==> config.mk <==
export PLATFORM = sky130hd
export DESIGN_NAME = ps2_key_decoder
export DESIGN_NICKNAME = d
export VERILOG_FILES = /design/src/rtl/ps2_key_decoder.sv
export SDC_FILE = /design/constraint.sdc
export NUM_CORES = 1
export LEC_CHECK = 0
export ABC_AREA = 1
export CORE_ASPECT_RATIO = 0.6
export CORE_MARGIN = 3
export CORE_UTILIZATION = 51
export DETAILED_ROUTE_END_ITERATION = 16
export PLACE_DENSITY = 0.77
export REMOVE_ABC_BUFFERS = 1
export SETUP_SLACK_MARGIN = 0.1
export SYNTH_ARGS = -nofsm -noshare
export SYNTH_HDL_FRONTEND = slang
export SYNTH_SLANG_ARGS = --single-unit
export TNS_END_PERCENT = 1
==> constraint.sdc <==
create_clock -name clk -period 1.75 [get_ports clk]
set_input_delay 0.35 -clock clk [delete_from_list [all_inputs] [get_ports clk]]
set_output_delay 0.35 -clock clk [all_outputs]
set_load 0.1 [all_outputs]
==> src/rtl/ps2_key_decoder.sv <==
// PS/2 Set 2 scan-code decoder: tracks E0/F0 prefixes, holds the pressed key,
// separates typematic repeats from new presses and maps letters/digits to ASCII.
module ps2_key_decoder #(
  parameter int TIMEOUT_CYCLES = 500000
) (
  input  logic       clk,
  input  logic       reset,
  input  logic [7:0] code,
  input  logic       code_valid,
  output logic [7:0] key_code,
  output logic       key_ext,
  output logic       key_pressed,
  output logic [7:0] ascii,
  output logic       press_pulse,
  output logic       release_pulse,
  output logic       repeat_pulse,
  output logic [7:0] press_count
);

  localparam int               CNT_W    = $clog2(TIMEOUT_CYCLES);
  localparam logic [CNT_W-1:0] CNT_LAST = CNT_W'(TIMEOUT_CYCLES - 1);
  localparam logic [7:0]       SC_E0    = 8'hE0;
  localparam logic [7:0]       SC_F0    = 8'hF0;

  typedef enum logic [1:0] {S_IDLE, S_E0, S_F0, S_E0F0} state_t;

  state_t           r_state;
  state_t           w_state_nxt;
  logic [CNT_W-1:0] r_tmo_cnt;
  logic             w_is_e0;
  logic             w_is_f0;
  logic             w_make;
  logic             w_break;
  logic             w_ext;
  logic             w_match;

  function automatic logic [7:0] f_ascii(input logic [7:0] sc, input logic ext);
    logic [7:0] a;
    a = 8'h00;
    if (!ext) begin
      case (sc)
        8'h1C: a = 8'h61; 8'h32: a = 8'h62; 8'h21: a = 8'h63; 8'h23: a = 8'h64;
        8'h24: a = 8'h65; 8'h2B: a = 8'h66; 8'h34: a = 8'h67; 8'h33: a = 8'h68;
        8'h43: a = 8'h69; 8'h3B: a = 8'h6A; 8'h42: a = 8'h6B; 8'h4B: a = 8'h6C;
        8'h3A: a = 8'h6D; 8'h31: a = 8'h6E; 8'h44: a = 8'h6F; 8'h4D: a = 8'h70;
        8'h15: a = 8'h71; 8'h2D: a = 8'h72; 8'h1B: a = 8'h73; 8'h2C: a = 8'h74;
        8'h3C: a = 8'h75; 8'h2A: a = 8'h76; 8'h1D: a = 8'h77; 8'h22: a = 8'h78;
        8'h35: a = 8'h79; 8'h1A: a = 8'h7A;
        8'h45: a = 8'h30; 8'h16: a = 8'h31; 8'h1E: a = 8'h32; 8'h26: a = 8'h33;
        8'h25: a = 8'h34; 8'h2E: a = 8'h35; 8'h36: a = 8'h36; 8'h3D: a = 8'h37;
        8'h3E: a = 8'h38; 8'h46: a = 8'h39;
        default: a = 8'h00;
      endcase
    end
    return a;
  endfunction

  assign w_is_e0 = (code == SC_E0);
  assign w_is_f0 = (code == SC_F0);
  assign w_match = key_pressed && (key_ext == w_ext) && (key_code == code);

  always_comb begin
    w_state_nxt = r_state;
    w_make      = 1'b0;
    w_break     = 1'b0;
    w_ext       = 1'b0;
    if (code_valid) begin
      case (r_state)
        S_IDLE: begin
          if (w_is_e0)      w_state_nxt = S_E0;
          else if (w_is_f0) w_state_nxt = S_F0;
          else              w_make      = 1'b1;
        end
        S_E0: begin
          w_ext = 1'b1;
          if (w_is_f0)       w_state_nxt = S_E0F0;
          else if (!w_is_e0) begin
            w_make      = 1'b1;
            w_state_nxt = S_IDLE;
          end
        end
        S_F0: begin
          if (w_is_e0)       w_state_nxt = S_E0F0;
          else if (!w_is_f0) begin
            w_break     = 1'b1;
            w_state_nxt = S_IDLE;
          end
        end
        default: begin
          w_ext = 1'b1;
          if (!w_is_e0 && !w_is_f0) begin
            w_break     = 1'b1;
            w_state_nxt = S_IDLE;
          end
        end
      endcase
    end else if (r_state != S_IDLE && r_tmo_cnt == CNT_LAST) begin
      // Abandoned prefix: drop back without producing an event.
      w_state_nxt = S_IDLE;
    end
  end

  always_ff @(posedge clk) begin
    if (reset) begin
      r_state       <= S_IDLE;
      r_tmo_cnt     <= '0;
      key_code      <= 8'h00;
      key_ext       <= 1'b0;
      key_pressed   <= 1'b0;
      ascii         <= 8'h00;
      press_pulse   <= 1'b0;
      release_pulse <= 1'b0;
      repeat_pulse  <= 1'b0;
      press_count   <= 8'h00;
    end else begin
      r_state       <= w_state_nxt;
      press_pulse   <= 1'b0;
      release_pulse <= 1'b0;
      repeat_pulse  <= 1'b0;
      if (code_valid || w_state_nxt == S_IDLE) r_tmo_cnt <= '0;
      else                                     r_tmo_cnt <= r_tmo_cnt + CNT_W'(1);
      if (w_make) begin
        if (w_match) begin
          repeat_pulse <= 1'b1;
        end else begin
          key_code    <= code;
          key_ext     <= w_ext;
          key_pressed <= 1'b1;
          ascii       <= f_ascii(code, w_ext);
          press_pulse <= 1'b1;
          press_count <= press_count + 8'd1;
        end
      end else if (w_break && w_match) begin
        key_pressed   <= 1'b0;
        release_pulse <= 1'b1;
      end
    end
  end

endmodule
==> impl_results.md <==
* Yosys cell types at 35
* CP Data Arrival Time at around 1.8 ns
* Core Region at slightly below 6000 µm²
* Synth Area in Adders at 3.475%
* Worst-case clock buffer depth at 2
* Std-Cell Rows at 21
* Top-Level Pins at 40
* Detail Placement HPWL at about 7600 µm
* Setup ws final at 0.1108 ns
* Status: completed
* Drt wl/cell at 15.95 µm
* Initial Utilization at between 50 and 60%
* Total grt overflow at 0
* PortBufs at 38
* Ys Warns at 0
* Crit path max-delay family: simple AND/OR/NAND/NOR gates
* DR vias/cell at 5.460
* Mux cell area share after synthesis at 0%
* Clock sinks at 49
* Register area share after synthesis at 30.27%
* RSZ-0062 raised after global routing: true
* Number of global-route vias before repair at 3239
* Antenna Nets Post-Route at 0
* Worst hold stages at 1
* Residual DRC at 0
* Critical Path RT at around 2.0 ns
* P_leak at 2.005 nW
* Post-CTS Hold Fix Bufs at 0
* Simple-Gate Fraction of Synth Area at 40.00%
* CTS Root Cell: clkbuf_8
* Mapped Area at ~3200 µm²
* Largest net degree at the start of global routing at 24
* R2R cell count at 11
* CP Cell Sequence: inv_1 -> nand3_1 -> nor3_1 -> nand3_2 -> nand2_1 -> nand2_1 -> nand2_2 -> nand2_2 -> nand2_4 -> clkbuf_16 -> nor2_4
* Main combinational cell family by area after synthesis: simple AND/OR/NAND/NOR gates
* Layout area overhead at 44.44%
* Gr usage total at 28.89%
* Diodes inserted at 0
* RePlAce Congestion at 0.9642
* Final slew viol count at 0
* # fillers at approximately 390
* Peak supply drop at ~0.00037 V
* Slowest CP cell: dfxtp_1
* Die area at 7378 µm²
* CTS H-tree lvls at 2
* CP Max Fanout at 5
* Crit end category: register
* Cells after Synth at 486
* Fmax at between 0.6 and 0.7 GHz
* Die height at 67.75 µm
* Area fraction in compound gates after synthesis at 7.915%
* First-pass GRT wire length at 16300 µm
* Die width at 108.9 µm
* Initial drt markers at around 440
* Max cap viols at 0
* Max incr delay on CP at 0.34 ns
* WHS at roughly 0.45 ns
* #FFs+latches synth at 49
* Vias at around 3600
* Nets at 595
* Worst clock skew at ~0.0063 ns
* Critical Path Start Type: register
* CP Depth at 11
* CP Class: register to register
* Initial antenna violation count at 0
* Final hold violations at 0
* CTS tree: done
* Relative slew slack at between 60 and 70%
* Post-synthesis xor/xnor area fraction at 7.027%
* Post-layout util at 79.88%
* Clk Latency, worst-skew pair at 0.31 ns
* Tmin final at 1.639 ns
* Worst hold-check path type: register to register
* Worst slew pin tran at 0.5230 ns
* Final Cycle Share at 93.67%
* Buf/Inv on CP at 2
* Layout cell share with drive strength beyond 1 at 31.42%
* Cts bufs inserted at 5
* Routed Wire Length at 10470 µm
* Reg clk slew, reported paths at 0.09 ns
* Avg Cell Area, Syn at approximately 6.7 µm²
* DP Worst Slack at -0.4789 ns
* Final setup viols at 0
* Cell area power density at 582.4 nW/µm²
* Pre-antenna DRT Iters at 9
flip-flops by register name (all words and copies together), names as in the netlist, 2 cells and up:
register	flops
r_tmo_cnt	19
r_state	2
press_count	8
ascii	7
key_code	8
timing repair:
item	4_1_cts	5_1_grt
cloned	1	2
buffers inserted	2	1
setup endpoints to repair	46	45
gates resized for setup	38	58
pin swaps	9	17
final cells by class:
class / instances / area (µm²) / share of cell area [%]
inverter: 52 / 210.2 / 4.491
clock buffer: 6 / 72.57 / 1.550
tap: 80 / 100.1 / 2.138
sequential: 49 / 1010 / 21.57
timing repair buffer: 102 / 1239 / 26.46
multi-input combinational: 365 / 2034 / 43.46
clock inverter: 2 / 15.01 / 0.3208
synthesized netlist by cell type, drive strengths merged:
master / instances / area [µm²]
nand4: 6 / 43.79
nand3b: 1 / 7.510
o211ai: 1 / 7.510
nor3: 7 / 51.30
nor2: 88 / 427.9
nand3: 50 / 250.2
o21ai: 26 / 130.1
buf: 15 / 146.4
dfxtp: 49 / 980.9
xor2: 19 / 166.4
nand2: 124 / 490.5
a21oi: 21 / 112.6
o22ai: 1 / 6.260
conb: 1 / 3.750
clkbuf: 5 / 18.77
xnor2: 7 / 61.31
nor4: 1 / 6.260
or2: 2 / 12.51
and2: 1 / 6.260
inv: 52 / 197.7
ha: 9 / 112.6
cell families (layout without fill, tap and decap cells):
family	after synthesis	in the layout
flip-flops	49	49
other	1	1
XOR/XNOR	26	26
adder cells (fa/ha/maj)	9	9
AO/OA/AOI/OAI	49	49
AND/OR/NAND/NOR	280	280
buffers and inverters	72	162
metrics by stage:
stage,area [µm²],std cells,setup TNS [ns],power [W]
after floorplan,3075,466,-10.62,0.001651
after global placement,4322,642,-15.58,0.002017
after detailed placement,4322,642,-19.47,0.002025
after CTS,4509,653,0,0.002710
after global routing,4681,656,-0.3480,0.002843
final,4681,656,0,0.002726
worst register-to-register path, delay by kind of cell, from the launching register on:
kind / cells / cell delay (ns)
buffers and inverters: 2 / 0.27
DFF: 1 / 0.34
and+or+nand+nor: 9 / 0.92
power by group:
part / internal (W) / leakage (nW) / switching, W
Combinational: 0.000325 / 1.56 / 0.000531
Clock: 0.000282 / 0.0374 / 0.000399
Sequential: 0.00114 / 0.406 / 0.0000478
layer usage:
metal | share of wire [%] | track usage, % | routed length (µm) | up-vias
li1 | - | - | - | 1702
met1 | 45 | 42.04 | 4695 | 1625
met2 | 42 | 42.20 | 4382 | 232
met3 | 12 | 7.163 | 1229 | 23
met4 | 1.5 | 7.717 | 158 | 0
met5 | 0 | 0 | 0 | -
placed cells by master, fill, tap and decap left out, types with 2 or more instances in the layout:
master	instances
nand2_1	113
nor2_1	63
buf_4	55
nand3_1	46
inv_1	42
dfxtp_1	34
buf_12	33
xor2_1	19
a21oi_1	18
nor2_4	17
o21ai_1	14
dfxtp_2	11
o21ai_0	10
nand2_2	9
inv_2	8
nor2_2	8
xnor2_1	7
ha_1	6
nor3_1	5
nand4_1	5
clkbuf_8	5
clkbuf_2	4
dfxtp_4	4
nand3_2	3
a21oi_2	3
dlygate4sd2_1	3
nand2_4	2
o21ai_2	2
or2_2	2
ha_4	2
clkinvlp_4	2
clkbuf_16	2
clkdlybuf4s15_1	2
worst paths after layout:
| kind | end | from | slack [ns] |
|---|---|---|---|
| min | r_tmo_cnt[0] | r_tmo_cnt[0] | 0.45 |
| min reg2reg | r_tmo_cnt[0] | r_tmo_cnt[0] | 0.45 |
| max reg2reg | r_tmo_cnt[6] | r_tmo_cnt[9] | 0.11 |
| max | r_tmo_cnt[6] | r_tmo_cnt[9] | 0.11 |
Note: power is estimated with default switching activity, not from simulation.
